## config.mk

```make
export PLATFORM = sky130hd
export DESIGN_NAME = multicycle_control
export DESIGN_NICKNAME = d
export VERILOG_FILES = /design/src/rtl/multicycle_control_pkg.sv /design/src/rtl/multicycle_control_mem_wait_timer.sv /design/src/rtl/multicycle_control.sv
export SDC_FILE = /design/constraint.sdc
export NUM_CORES = 1
export LEC_CHECK = 0
export ABC_AREA = 0
export BUFFER_PORTS_ARGS = -buffer_cell sky130_fd_sc_hd__buf_2
export CAP_MARGIN = 20
export CORE_MARGIN = 2
export CORE_UTILIZATION = 30
export DETAILED_ROUTE_END_ITERATION = 6
export SYNTH_ARGS = -nofsm -noshare
export SYNTH_HDL_FRONTEND = slang
export SYNTH_SLANG_ARGS = --single-unit
```

## constraint.sdc

```tcl
create_clock -name clk -period 2.4 [get_ports clk]
set_input_delay 0.72 -clock clk [delete_from_list [all_inputs] [get_ports clk]]
set_output_delay 0.72 -clock clk [all_outputs]
set_load 0.01 [all_outputs]
```

## src/rtl/multicycle_control_pkg.sv

```systemverilog
// Shared definitions for the multi-cycle RV32I control FSM.
//  - OP_*      : RV32I major opcodes (IR[6:0])
//  - state_t   : FSM state encoding
//  - ALU_OP_*, RES_*, SRCA_*, SRCB_*, CAUSE_* : select / cause codes
//  - ctl_t     : the Moore part of the datapath control word
//  - state_ctl : Moore control word for a given state
package multicycle_control_pkg;

  localparam logic [6:0] OP_LOAD   = 7'b0000011;
  localparam logic [6:0] OP_STORE  = 7'b0100011;
  localparam logic [6:0] OP_R_TYPE = 7'b0110011;
  localparam logic [6:0] OP_IMM    = 7'b0010011;
  localparam logic [6:0] OP_BRANCH = 7'b1100011;
  localparam logic [6:0] OP_JAL    = 7'b1101111;
  localparam logic [6:0] OP_JALR   = 7'b1100111;
  localparam logic [6:0] OP_LUI    = 7'b0110111;
  localparam logic [6:0] OP_AUIPC  = 7'b0010111;

  typedef enum logic [3:0] {
    ST_RESET,
    ST_FETCH,
    ST_DECODE,
    ST_MEMADR,
    ST_MEMRD,
    ST_MEMWR,
    ST_MEMWB,
    ST_EXEC_R,
    ST_EXEC_I,
    ST_LUI,
    ST_AUIPC,
    ST_ALUWB,
    ST_BRANCH,
    ST_JUMP,
    ST_TRAP
  } state_t;

  localparam logic [1:0] ALU_OP_ADD   = 2'b00;
  localparam logic [1:0] ALU_OP_SUB   = 2'b01;
  localparam logic [1:0] ALU_OP_FUNCT = 2'b10;

  localparam logic [1:0] RES_ALUOUT = 2'b00;
  localparam logic [1:0] RES_MEM    = 2'b01;
  localparam logic [1:0] RES_ALU    = 2'b10;
  localparam logic [1:0] RES_PC     = 2'b11;

  localparam logic [1:0] SRCA_PC    = 2'b00;
  localparam logic [1:0] SRCA_OLDPC = 2'b01;
  localparam logic [1:0] SRCA_RS1   = 2'b10;
  localparam logic [1:0] SRCA_ZERO  = 2'b11;

  localparam logic [1:0] SRCB_RS2  = 2'b00;
  localparam logic [1:0] SRCB_IMM  = 2'b01;
  localparam logic [1:0] SRCB_FOUR = 2'b10;

  localparam logic [1:0] CAUSE_NONE    = 2'b00;
  localparam logic [1:0] CAUSE_ILLEGAL = 2'b01;
  localparam logic [1:0] CAUSE_TIMEOUT = 2'b10;

  // pc_write here is only the unconditional strobe (JUMP); the FETCH and
  // BRANCH strobes depend on live inputs and are added in the top.
  typedef struct packed {
    logic       mem_req;
    logic       mem_we;
    logic       adr_src;
    logic       pc_src;
    logic       pc_write;
    logic       reg_write;
    logic [1:0] result_src;
    logic [1:0] alu_src_a;
    logic [1:0] alu_src_b;
    logic [1:0] alu_op;
  } ctl_t;

  // is_jal only matters in ST_JUMP: JAL takes the target from ALUOut
  // (computed in DECODE), JALR computes rs1+imm in this cycle.
  function automatic ctl_t state_ctl(input state_t st, input logic is_jal);
    ctl_t c;
    c = '0;
    case (st)
      ST_FETCH: begin
        c.mem_req   = 1'b1;
        c.alu_src_a = SRCA_PC;
        c.alu_src_b = SRCB_FOUR;
        c.alu_op    = ALU_OP_ADD;
      end
      ST_DECODE: begin
        c.alu_src_a = SRCA_OLDPC;
        c.alu_src_b = SRCB_IMM;
      end
      ST_MEMADR: begin
        c.alu_src_a = SRCA_RS1;
        c.alu_src_b = SRCB_IMM;
      end
      ST_MEMRD: begin
        c.mem_req = 1'b1;
        c.adr_src = 1'b1;
      end
      ST_MEMWR: begin
        c.mem_req = 1'b1;
        c.mem_we  = 1'b1;
        c.adr_src = 1'b1;
      end
      ST_MEMWB: begin
        c.reg_write  = 1'b1;
        c.result_src = RES_MEM;
      end
      ST_EXEC_R: begin
        c.alu_src_a = SRCA_RS1;
        c.alu_src_b = SRCB_RS2;
        c.alu_op    = ALU_OP_FUNCT;
      end
      ST_EXEC_I: begin
        c.alu_src_a = SRCA_RS1;
        c.alu_src_b = SRCB_IMM;
        c.alu_op    = ALU_OP_FUNCT;
      end
      ST_LUI: begin
        c.alu_src_a = SRCA_ZERO;
        c.alu_src_b = SRCB_IMM;
      end
      ST_AUIPC: begin
        c.alu_src_a = SRCA_OLDPC;
        c.alu_src_b = SRCB_IMM;
      end
      ST_ALUWB: begin
        c.reg_write  = 1'b1;
        c.result_src = RES_ALUOUT;
      end
      ST_BRANCH: begin
        c.alu_src_a = SRCA_RS1;
        c.alu_src_b = SRCB_RS2;
        c.alu_op    = ALU_OP_SUB;
        c.pc_src    = 1'b1;
      end
      ST_JUMP: begin
        // link value is PC, already advanced by 4 in FETCH
        c.reg_write  = 1'b1;
        c.result_src = RES_PC;
        c.pc_write   = 1'b1;
        if (is_jal) begin
          c.pc_src = 1'b1;
        end else begin
          c.alu_src_a = SRCA_RS1;
          c.alu_src_b = SRCB_IMM;
          c.alu_op    = ALU_OP_ADD;
          c.pc_src    = 1'b0;
        end
      end
      default: c = '0;
    endcase
    return c;
  endfunction

endpackage

```

## src/rtl/multicycle_control_mem_wait_timer.sv

```systemverilog
// Memory wait timer: counts consecutive cycles in which a request is
// outstanding and not completed. expire is asserted during the cycle that
// would be the MEM_TIMEOUT-th such wait cycle; a completion in that cycle
// means waiting=0, so completion always wins. MEM_TIMEOUT=0 disables expiry.
//  clk, rst_n : clock, async active-low reset
//  waiting    : mem_req=1 and mem_ready=0 this cycle
//  expire     : limit reached this cycle (combinational)
module multicycle_control_mem_wait_timer #(
  parameter int MEM_TIMEOUT = 16
) (
  input  logic clk,
  input  logic rst_n,
  input  logic waiting,
  output logic expire
);

  localparam int TW = (MEM_TIMEOUT > 1) ? $clog2(MEM_TIMEOUT) : 1;
  localparam logic [TW-1:0] LAST = TW'((MEM_TIMEOUT > 0) ? MEM_TIMEOUT - 1 : 0);

  logic [TW-1:0] cnt;

  // Clears on any non-waiting cycle: that covers completion and leaving
  // the requesting state (non-request states never assert waiting).
  always_ff @(posedge clk or negedge rst_n) begin
    if (!rst_n)                 cnt <= '0;
    else if (waiting && !expire) cnt <= cnt + 1'b1;
    else                        cnt <= '0;
  end

  assign expire = (MEM_TIMEOUT > 0) && waiting && (cnt == LAST);

endmodule

```

## src/rtl/multicycle_control.sv

```systemverilog
// Main control FSM of the multi-cycle RV32I core. Sequences fetch, decode,
// execute, memory and write-back over one ALU and one memory port.
//  clk, rst_n          : clock, async active-low reset
//  opcode              : IR[6:0], stable after FETCH
//  branch_taken        : branch comparator result
//  mem_ready           : memory completes current request
//  mem_req/mem_we/adr_src : memory request handshake, held until mem_ready
//  ir_write/pc_write/pc_src/reg_write/result_src : datapath strobes/selects
//  alu_src_a/alu_src_b/alu_op : ALU operand selects and op class
//  instret             : retired-instruction count (wraps)
//  fault/fault_cause   : sticky fault flag and cause
// Control outputs are registered from the next state (Moore); only
// ir_write/pc_write in FETCH and pc_write in BRANCH follow live inputs.
module multicycle_control
  import multicycle_control_pkg::*;
#(
  parameter int MEM_TIMEOUT = 16,
  parameter int CNT_W       = 32
) (
  input  logic             clk,
  input  logic             rst_n,
  input  logic [6:0]       opcode,
  input  logic             branch_taken,
  input  logic             mem_ready,
  output logic             mem_req,
  output logic             mem_we,
  output logic             adr_src,
  output logic             ir_write,
  output logic             pc_write,
  output logic             pc_src,
  output logic             reg_write,
  output logic [1:0]       result_src,
  output logic [1:0]       alu_src_a,
  output logic [1:0]       alu_src_b,
  output logic [1:0]       alu_op,
  output logic [CNT_W-1:0] instret,
  output logic             fault,
  output logic [1:0]       fault_cause
);

  state_t     state, state_nxt;
  ctl_t       ctl;
  logic       expire;
  logic       retire;
  logic [1:0] cause_nxt;

  multicycle_control_mem_wait_timer #(
    .MEM_TIMEOUT (MEM_TIMEOUT)
  ) u_timer (
    .clk     (clk),
    .rst_n   (rst_n),
    .waiting (ctl.mem_req & ~mem_ready),
    .expire  (expire)
  );

  always_comb begin
    state_nxt = state;
    cause_nxt = fault_cause;
    retire    = 1'b0;
    case (state)
      ST_RESET: state_nxt = ST_FETCH;
      ST_FETCH: begin
        if (mem_ready) begin
          state_nxt = ST_DECODE;
        end else if (expire) begin
          state_nxt = ST_TRAP;
          cause_nxt = CAUSE_TIMEOUT;
        end
      end
      ST_DECODE: begin
        case (opcode)
          OP_LOAD, OP_STORE: state_nxt = ST_MEMADR;
          OP_R_TYPE:         state_nxt = ST_EXEC_R;
          OP_IMM:            state_nxt = ST_EXEC_I;
          OP_BRANCH:         state_nxt = ST_BRANCH;
          OP_JAL, OP_JALR:   state_nxt = ST_JUMP;
          OP_LUI:            state_nxt = ST_LUI;
          OP_AUIPC:          state_nxt = ST_AUIPC;
          default: begin
            state_nxt = ST_TRAP;
            cause_nxt = CAUSE_ILLEGAL;
          end
        endcase
      end
      ST_MEMADR: state_nxt = (opcode == OP_LOAD) ? ST_MEMRD : ST_MEMWR;
      ST_MEMRD: begin
        if (mem_ready) begin
          state_nxt = ST_MEMWB;
        end else if (expire) begin
          state_nxt = ST_TRAP;
          cause_nxt = CAUSE_TIMEOUT;
        end
      end
      ST_MEMWR: begin
        if (mem_ready) begin
          state_nxt = ST_FETCH;
          retire    = 1'b1;
        end else if (expire) begin
          state_nxt = ST_TRAP;
          cause_nxt = CAUSE_TIMEOUT;
        end
      end
      ST_EXEC_R, ST_EXEC_I, ST_LUI, ST_AUIPC: state_nxt = ST_ALUWB;
      ST_MEMWB, ST_ALUWB, ST_BRANCH, ST_JUMP: begin
        state_nxt = ST_FETCH;
        retire    = 1'b1;
      end
      ST_TRAP: state_nxt = ST_TRAP;
      default: state_nxt = ST_TRAP;
    endcase
  end

  always_ff @(posedge clk or negedge rst_n) begin
    if (!rst_n) begin
      state       <= ST_RESET;
      ctl         <= '0;
      instret     <= '0;
      fault       <= 1'b0;
      fault_cause <= CAUSE_NONE;
    end else begin
      state       <= state_nxt;
      ctl         <= state_ctl(state_nxt, opcode == OP_JAL);
      fault_cause <= cause_nxt;
      if (retire)               instret <= instret + 1'b1;
      if (state_nxt == ST_TRAP) fault   <= 1'b1;
    end
  end

  assign mem_req    = ctl.mem_req;
  assign mem_we     = ctl.mem_we;
  assign adr_src    = ctl.adr_src;
  assign pc_src     = ctl.pc_src;
  assign reg_write  = ctl.reg_write;
  assign result_src = ctl.result_src;
  assign alu_src_a  = ctl.alu_src_a;
  assign alu_src_b  = ctl.alu_src_b;
  assign alu_op     = ctl.alu_op;

  // FETCH loads IR and advances PC in the completing cycle itself.
  assign ir_write = (state == ST_FETCH) & mem_ready;
  assign pc_write = ctl.pc_write | ir_write | ((state == ST_BRANCH) & branch_taken);

endmodule

```

## Word-level counts from Yosys, hierarchy flattened

Index checks and enable logic that the tools add are counted.
Widths: inputs -> output; s select.

| storage, ports and cells | value |
|---|---|
| bits of input ports | 11 |
| bits in registers | 57 |
| word-level logic and storage cells | 106 |
| output and inout bits | 50 |

| cells by class | value |
|---|---|
| add/subtract/negate cells | 2 |
| eq/ne operators | 40 |
| reductions and logical operators | 19 |
| muxes and demuxes | 24 |
| bitwise gates (word level) | 6 |

Operator list:

| operator | count |
|---|---|
| $eq 4x4->1 const B | 14 |
| $pmux 4 s7 | 2 |
| $add 32x1->32 const B | 1 |
| $eq 4x3->1 const B | 8 |
| $pmux 4 s6 | 1 |
| $eq 7x6->1 const B | 3 |
| $eq 7x7->1 const B | 3 |
| $mux 4 | 5 |
| $eq 4x2->1 const B | 4 |
| $eq 7x5->1 const B | 2 |
| $reduce_or 2->1 | 7 |
| $pmux 3 s3 | 1 |
| $reduce_or 9->1 | 1 |
| $eq 4x1->1 const B | 2 |
| $reduce_or 4->1 | 2 |
| $eq 7x2->1 const B | 1 |
| $mux 1 | 7 |
| $mux 2 | 3 |
| $mux 6 | 1 |
| $pmux 2 s3 | 1 |
| $reduce_or 3->1 | 2 |
| $reduce_or 5->1 | 1 |
| $add 4x1->4 const B | 1 |
| $logic_not 4->1 | 1 |
| other kinds (11) | 17 |

## Longest topological paths before layout

Gate-level depths: netlist of run 1.

| logic depth | value |
|---|---|
| depth in word-level cells | 9 |
| depth in mapped cells | 8 |

## Cells and area by module

From an unflattened synthesis of run 1, not the netlist that was laid out.

| second synthesis, totals | value |
|---|---|
| cells, all modules | 267 |
| area, all modules | 2,912.8 um^2 |

By module, submodules not included:

| module | area each (um^2) | instances | cells each |
|---|---|---|---|
| multicycle_control | 2,738.9 | 1 | 252 |
| multicycle_control_mem_wait_timer | 173.9 | 1 | 15 |

## Worst setup path before layout of run 1

No wires, ideal clock.

| path | value |
|---|---|
| path kind | input -> output |
| start point | in opcode[6] |
| end point | out pc_write |
| arrival time | 1,907 ps |
| path buffers | 0 |
| path slack | -227 ps |
| data required time | 1,680 ps |
| stages on the path | 5 |
| cells stage by stage | nand4bb_1 o41ai_1 a31o_2 nand3_1 o21ai_0 |

RTL lines:

| what | line | source |
|---|---|---|
| start, declared | multicycle_control.sv:22 | `input logic [6:0] opcode,` |
| end, declared | multicycle_control.sv:29 | `output logic pc_write,` |

## Worst setup path in the final report of run 1

| path | value |
|---|---|
| start point | in mem_ready |
| end point | out pc_write |

| between the ends | value |
|---|---|
| word-level cells in the longest chain between the ends | 3 |

Ends and longest elaborated chain:

| what | line | source |
|---|---|---|
| start, declared | multicycle_control.sv:24 | `input logic mem_ready,` |
| $and 1x1->1 | multicycle_control.sv:140 | `assign ir_write = (state == ST_FETCH) & mem_ready;` |
| $or 1x1->1 (2 in series) | multicycle_control.sv:141 | `assign pc_write = ctl.pc_write \| ir_write \| ((state == ST_BRANCH) & branch_taken);` |

Every way passes these cells.

==> results of run 1 <==
## power groups by stage
stage | Combinational (W) | Sequential [W] | Clock (W)
floorplan | 0.00115 | 0.00141 | 0
global placement | 0.00204 | 0.00137 | 0
detailed placement | 0.00205 | 0.00137 | 0
CTS | 0.00219 | 0.00137 | 0.000548
global route | 0.00255 | 0.00140 | 0.000592
finish | 0.00230 | 0.00137 | 0.000522
## kinds of logic (layout without fill, tap and decap cells)
family	after synthesis	count (layout)	synth area share (%)
AO/OA/AOI/OAI	44	44	12.73
multiplexers	1	1	0.3882
XOR/XNOR	32	32	9.922
flip-flops	56	56	48.32
AND/OR/NAND/NOR	122	122	24.85
adder cells (fa/ha/maj)	2	2	0.8627
buffers and inverters	20	129	2.933
## area by class of cell
class                   count  area, um2  area share (%)
well taps                 129      161.4           4.066
clock buffers               5      68.82           1.733
inverters                  13      48.80           1.229
repair buffers            109      693.2           17.46
multi-input cells         201       1578           39.74
clock inverters             2      16.27          0.4097
flip-flops and latches     56       1404           35.36
## what timing repair did
item                                    in CTS  in global routing
endpoints found under the setup margin       2                  2
pin swaps                                    9                  1
setup buffers                                4                  6
resized for setup                           20                  8
## routing by layer
| layer | vias to the layer above | wire (um) | track usage, % |
|---|---|---|---|
| met1 | 1201 | 3476 | 20.38 |
| li1 | 1214 | - | - |
| met5 | - | 0 | 0 |
| met3 | 2 | 217 | 2.257 |
| met4 | 0 | 25 | 3.692 |
| met2 | 49 | 3382 | 22.98 |
## Yosys cell counts, drive strengths merged, types with 5 or more instances
master  instances
a21oi           5
and2            5
and3            5
buf             6
dfrtp          56
inv            13
nand2          19
nand2b          6
nand3          13
nand4           8
nor2           21
nor2b           8
nor3           12
o21ai           7
xnor2          21
xor2           11
## worst max-delay path, cell delays in order
cell and delay [ns]:
buf_2 0.14, buf_4 0.15, o21bai_1 0.21, o311ai_4 0.14, buf_4 0.16, a21o_1 0.19
nand3_4 0.08, o21ai_2 0.05, buf_2 0.14
## registers in the layout, summed over array words and instances (netlist names)
| name | count |
|---|---|
| alu_src_b | 2 |
| state | 4 |
| result_src | 1 |
| pc_src | 1 |
| fault | 1 |
| mem_we | 1 |
| alu_op | 2 |
| alu_src_a | 2 |
| reg_write | 1 |
| instret | 32 |
| ctl | 1 |
| mem_req | 1 |
| u_timer.cnt | 4 |
| fault_cause | 2 |
| adr_src | 1 |
## final timing paths
path,depth (start not counted),slack (ns),to,start
max in group asynchronous,2,1.73,state[2]$_DFF_PN0_,rst_n
hold reg to reg,1,0.48,instret[31]$_DFFE_PN0P_,instret[31]$_DFFE_PN0P_
setup reg to reg,6,0.32,instret[29]$_DFFE_PN0P_,state[3]$_DFF_PN0_
hold / removal,2,0.40,instret[26]$_DFFE_PN0P_,rst_n
setup / recovery,9,-0.29,pc_write,mem_ready
min in group clk,1,0.48,instret[31]$_DFFE_PN0P_,instret[31]$_DFFE_PN0P_
## stage by stage
step	setup slack [ns]	util, %
after floorplan	-0.05568	-
after global placement	-0.3425	39.24
after detailed placement	-0.3440	39.24
after CTS	-0.2877	41.66
after global routing	-0.3991	42.56
final	-0.2926	42.56
==> results.sh, run 1 <==
export IMPL_synth_edf_count=0
export IMPL_fin_area_um2=3970
export IMPL_initial_core_util_pct=31.09
export IMPL_synth_seq_cells=56
export IMPL_num_rows=35
export IMPL_async_flop_share_pct=100.0
export IMPL_grt_max_degree=57
export IMPL_crit_path_max_fanout=5
export IMPL_via_per_inst=4.788
export IMPL_yosysTopAreaCell="dfrtp_1"
export IMPL_setup_ws_ns=-0.2926
export IMPL_slew_viol_final=0
export IMPL_synthTopCellsByArea="dfrtp_1 48%, xnor2_1 6.0%, xor2_1 3.3%"
export IMPL_rsz0062_at_grt="yes"
export IMPL_post_synth_cell_area_avg_um2=10.47
export IMPL_cts_buffer_depth=2
export IMPL_routed_wirelength_um=7102
export IMPL_port_buffers=60
export IMPL_comb_power_share_pct=54.9
export IMPL_slew_headroom_pct=66.20
export IMPL_overflow=0
export IMPL_hold_viol=0
export IMPL_placed_cells=499
export IMPL_seq_area_frac_synth_pct=48.32
export IMPL_seqPwrFrac_pct=32.6
export IMPL_ant_nets=0
export IMPL_fin_cells=515
export IMPL_clock_fmax_mhz=371.4
export IMPL_path_class="input pin to primary output"
export IMPL_violations="setup timing"
export IMPL_die_x_um=102.3
export IMPL_end_kind="primary output"
export IMPL_cts_sinks=56
export IMPL_final_common_cell="buf_2"
export IMPL_start_kind="input pin"
export IMPL_path_clk_slew_ns=0.10
export IMPL_core_area_um2=9328
export IMPL_drt_iter0_markers=142
export IMPL_routabilityCongestion=0.9100
export IMPL_skew_ns=0.01036
export IMPL_num_fill_cells=906
export IMPL_firstDrtPassIters=4
export IMPL_syn_area_um2=2900
export IMPL_syn_to_final_growth_pct=36.89
export IMPL_layout_nets=399
export IMPL_diodes=0
export IMPL_pwr_density_cell_nw_per_um2=1054
export IMPL_status="complete, but fails checks"
export IMPL_hpwl_um=4917
export IMPL_cts_buffers=5
export IMPL_synth_cells=277
export IMPL_first_global_vias=2494
export IMPL_antenna_found_initial=0
export IMPL_postCtsHoldBufs=0
export IMPL_clk_latency_ns=0.31
export IMPL_grt_pass1_wl_um=12170
export IMPL_finalSetupViolations=2
export IMPL_pwr_share_clk_pct=12.5
export IMPL_hold_ws_ns=0.3987
export IMPL_cts_tree="done"
export IMPL_hp_class="input pin to asynchronous set/reset pin"
export IMPL_finalSetupTns_ns=-0.5684
export IMPL_dieHeight_um=102.3
export IMPL_root_buffer="clkbuf_8"
export IMPL_period_needed_ns=2.693
export IMPL_drc_errors=0
export IMPL_grtUsageTotal_pct=14.36
export IMPL_layout_common_cells="58 x buf_2, 54 x dfrtp_1, 48 x buf_4, 20 x nor2_1, 20 x xnor2_1"
export IMPL_synth_ff_type="dfrtp_1"
export IMPL_switching_power_w=0.001714
export IMPL_p_int_w=0.002472
export IMPL_crit_arrival_ns=1.97
export IMPL_fp_dieArea_um2=10470
export IMPL_wl_per_cell_um=13.79
export IMPL_worst_slew_pin_slew_ns=0.5070
export IMPL_synth_top_area_share_pct=48.32
export IMPL_cp_data_required_time_ns=1.68
export IMPL_htree_levels=2
export IMPL_ios=61
export IMPL_cellLeakagePower_nw=1.770
export IMPL_p_total_w=0.004186
export IMPL_dpl_cell_area_um2=3660
export IMPL_power_switching_fraction_pct=40.94
export IMPL_syn_nets=290
export IMPL_post_route_period_util_pct=112.2
export IMPL_drive_above_1_share_pct=38.60
export IMPL_peakVddDrop_uv=690.2
export IMPL_vias=2466
export IMPL_synth_warnings=0
export IMPL_maxCapViolCount=0
export IMPL_ys_types=59
(Power assumes the default switching activity.)
==> run 2: changes to the inputs <==
Settings changed: SYNTH_HIERARCHICAL from default to 1.
==> run 2 against run 1 <==
The run still ends with setup timing left. Critical path depth decreased by 1. Fmax decreased by 8.5%. Area after synthesis up 0.43%. Wire length down 9.5%. Final area down 2.7%. Global-route usage fell by 1.3 points. Die area rose by 0.41%. Count of clock-buffer cells in the layout up 1. First-iteration DRC count fell by 70%. Non-clock buffer count down 3. Synthesized cell count down 3.6%. Largest power group unchanged.
==> results.sh, run 2 <==
export IMPL_cp_slowest_cell="or3_4"
export IMPL_post_route_period_util_pct=122.6
export IMPL_slew_headroom_pct=60.77
export IMPL_via_per_inst=4.629
export IMPL_crit_arrival_ns=2.22
export IMPL_yosysMostFrequentCell="dfrtp_1"
export IMPL_violations="setup timing"
export IMPL_yosysTopAreaCell="dfrtp_1"
export IMPL_htree_levels=2
export IMPL_synth_warnings=6
export IMPL_clk_latency_ns=0.30
export IMPL_port_buffers=60
export IMPL_synth_seq_cells=56
export IMPL_fp_dieArea_um2=10510
export IMPL_path_class="input pin to primary output"
export IMPL_pwr_density_cell_nw_per_um2=993.1
export IMPL_p_total_w=0.003837
export IMPL_fin_cells=501
export IMPL_crit_path_max_fanout=6
export IMPL_crit_buf_inv=2
export IMPL_finalSetupViolations=2
export IMPL_top_regs="instret: 32 flops, state: 4 flops, u_timer/cnt: 4 flops"
export IMPL_synth_cells=267
export IMPL_synth_ff_type="dfrtp_1"
export IMPL_status="complete, but fails checks"
export IMPL_die_x_um=102.5
export IMPL_hold_viol=0
export IMPL_drt_iter0_markers=43
export IMPL_cts_sinks=56
export IMPL_vias=2319
export IMPL_period_needed_ns=2.942
export IMPL_layout_nets=384
export IMPL_end_kind="primary output"
export IMPL_cellLeakagePower_nw=1.756
export IMPL_layout_common_cells="56 x dfrtp_1, 53 x buf_2, 45 x buf_4, 26 x xnor2_1, 25 x nand2_1"
export IMPL_seq_area_frac_synth_pct=48.11
export IMPL_routed_wirelength_um=6428
export IMPL_final_common_cell="dfrtp_1"
export IMPL_start_kind="input pin"
export IMPL_ant_nets=0
export IMPL_grt_max_degree=33
export IMPL_core_area_um2=9328
export IMPL_synth_edf_count=0
export IMPL_root_buffer="clkbuf_8"
export IMPL_antenna_found_initial=0
export IMPL_cp_data_required_time_ns=1.68
export IMPL_drive_above_1_share_pct=40.32
export IMPL_grtUsageTotal_pct=13.10
export IMPL_rsz0062_at_grt="yes"
export IMPL_slowest_delay_ns=0.36
export IMPL_wl_per_cell_um=12.83
export IMPL_cts_buffers=5
export IMPL_worst_slew_pin_slew_ns=0.5885
export IMPL_hp_class="input pin to asynchronous set/reset pin"
export IMPL_setup_ws_ns=-0.5423
export IMPL_cp_cell_sequence="buf_8, mux2i_1, o311ai_1, a41o_1, o31a_1, nor4_4, or3_4, buf_6"
export IMPL_hold_ws_ns=0.4111
export IMPL_cts_tree="done"
export IMPL_firstDrtPassIters=4
export IMPL_finalSetupTns_ns=-0.9971
export IMPL_maxCapViolCount=0
export IMPL_syn_nets=280
export IMPL_synthTopCellsByCount="56 x dfrtp_1, 26 x xnor2_1, 25 x nand2_1"
export IMPL_syn_to_final_growth_pct=32.65
export IMPL_placed_cells=488
export IMPL_overflow=0
export IMPL_crit_family="compound AO/OA/AOI/OAI gates"
export IMPL_drc_errors=0
export IMPL_hpwl_um=4916
export IMPL_first_global_vias=2373
export IMPL_syn_area_um2=2913
export IMPL_synth_top_area_share_pct=48.11
export IMPL_synthTopCellsByArea="dfrtp_1 48%, xnor2_1 7.8%, nand2_1 3.2%"
export IMPL_async_flop_share_pct=100.0
export IMPL_regMostFlops="instret"
export IMPL_skew_ns=0.01208
export IMPL_ios=61
export IMPL_largest_register_ffs=32
export IMPL_num_rows=35
export IMPL_slew_viol_final=0
export IMPL_diodes=0
export IMPL_fin_util_pct=41.42
export IMPL_post_synth_cell_area_avg_um2=10.91
export IMPL_routabilityCongestion=0.8838
export IMPL_clock_fmax_mhz=339.9
export IMPL_ys_types=62
export IMPL_path_clk_slew_ns=0.09
export IMPL_initial_core_util_pct=31.23
export IMPL_grt_pass1_wl_um=11130
export IMPL_cts_buffer_depth=2
export IMPL_peakVddDrop_uv=457.3
export IMPL_dieHeight_um=102.5
==> run 2: cell types whose count changed after synthesis, sizes merged, moves of 4 or more <==
cell / previous run / this run
a21oi: 5 / 9
nand2: 19 / 25
nor2: 21 / 15
nor2b: 8 / 3
nor3: 12 / 8
o22ai: 4 / 0
xnor2: 21 / 26
xor2: 11 / 6
==> run 2: power by group <==
group	total, W	leakage, nW	internal (W)	switching (W)
Combinational	0.00203	0.992	0.000964	0.00106
Sequential	0.00127	0.713	0.00113	0.000144
Clock	0.000540	0.0516	0.000237	0.000303
==> run 2: logic make-up (layout without fill, tap and decap cells) <==
kind of cell | Yosys count | count (layout) | synth area share (%)
buf+inv | 20 | 125 | 4.983
simple gates | 110 | 110 | 22.08
xor+xnor | 32 | 32 | 9.622
flops | 56 | 56 | 48.11
compound gates | 42 | 42 | 12.54
mux | 5 | 5 | 1.804
fa+ha+maj | 2 | 2 | 0.8590
==> run 2: repair_timing <==
item,in CTS,in global routing
setup endpoints to repair,2,4
pin swaps,13,1
hold buffers,0,0
gates resized for setup,20,1
buffers inserted,4,2
==> run 2: path summary, 6_finish.rpt <==
path	from	to	slack, ns	cells past startpoint
worst max-delay path	opcode[6]	pc_write	-0.54	8
worst min-delay path	rst_n	fault_cause[0]$_DFFE_PN0P_	0.41	1
worst max register to register	u_timer/cnt[1]$_DFF_PN0_	reg_write$_DFF_PN0_	0.18	12
worst min register to register	instret[31]$_DFFE_PN0P_	instret[31]$_DFFE_PN0P_	0.48	1
max in group asynchronous	rst_n	mem_we$_DFF_PN0_	1.41	2
min in group clk	instret[31]$_DFFE_PN0P_	instret[31]$_DFFE_PN0P_	0.48	1
==> run 2: layout make-up <==
cell class              count  area, um2
clock buffers               6      82.58
clock inverters             2      13.76
fillers                   926       5464
inverters                  11      41.29
multi-input cells         191       1454
flip-flops and latches     56       1401
well taps                 129      161.4
repair buffers            106      709.4
==> run 2: metrics by stage <==
step           cell area [um2]  setup WS (ns)
2_1_floorplan             2967        -0.5001
3_3_place_gp              3645        -0.6158
3_5_place_dp              3645        -0.5998
4_1_cts                   3849        -0.5681
5_1_grt                   3864        -0.7221
6_report                  3864        -0.5423
==> run 2: metal layers <==
| layer | track usage [%] | wire length, um | up-vias |
|---|---|---|---|
| met5 | 0 | 0 | - |
| met4 | 2.974 | 81 | 0 |
| met3 | 2.847 | 319 | 6 |
| met2 | 21.97 | 3103 | 52 |
| met1 | 17.42 | 2924 | 1109 |
| li1 | - | - | 1152 |
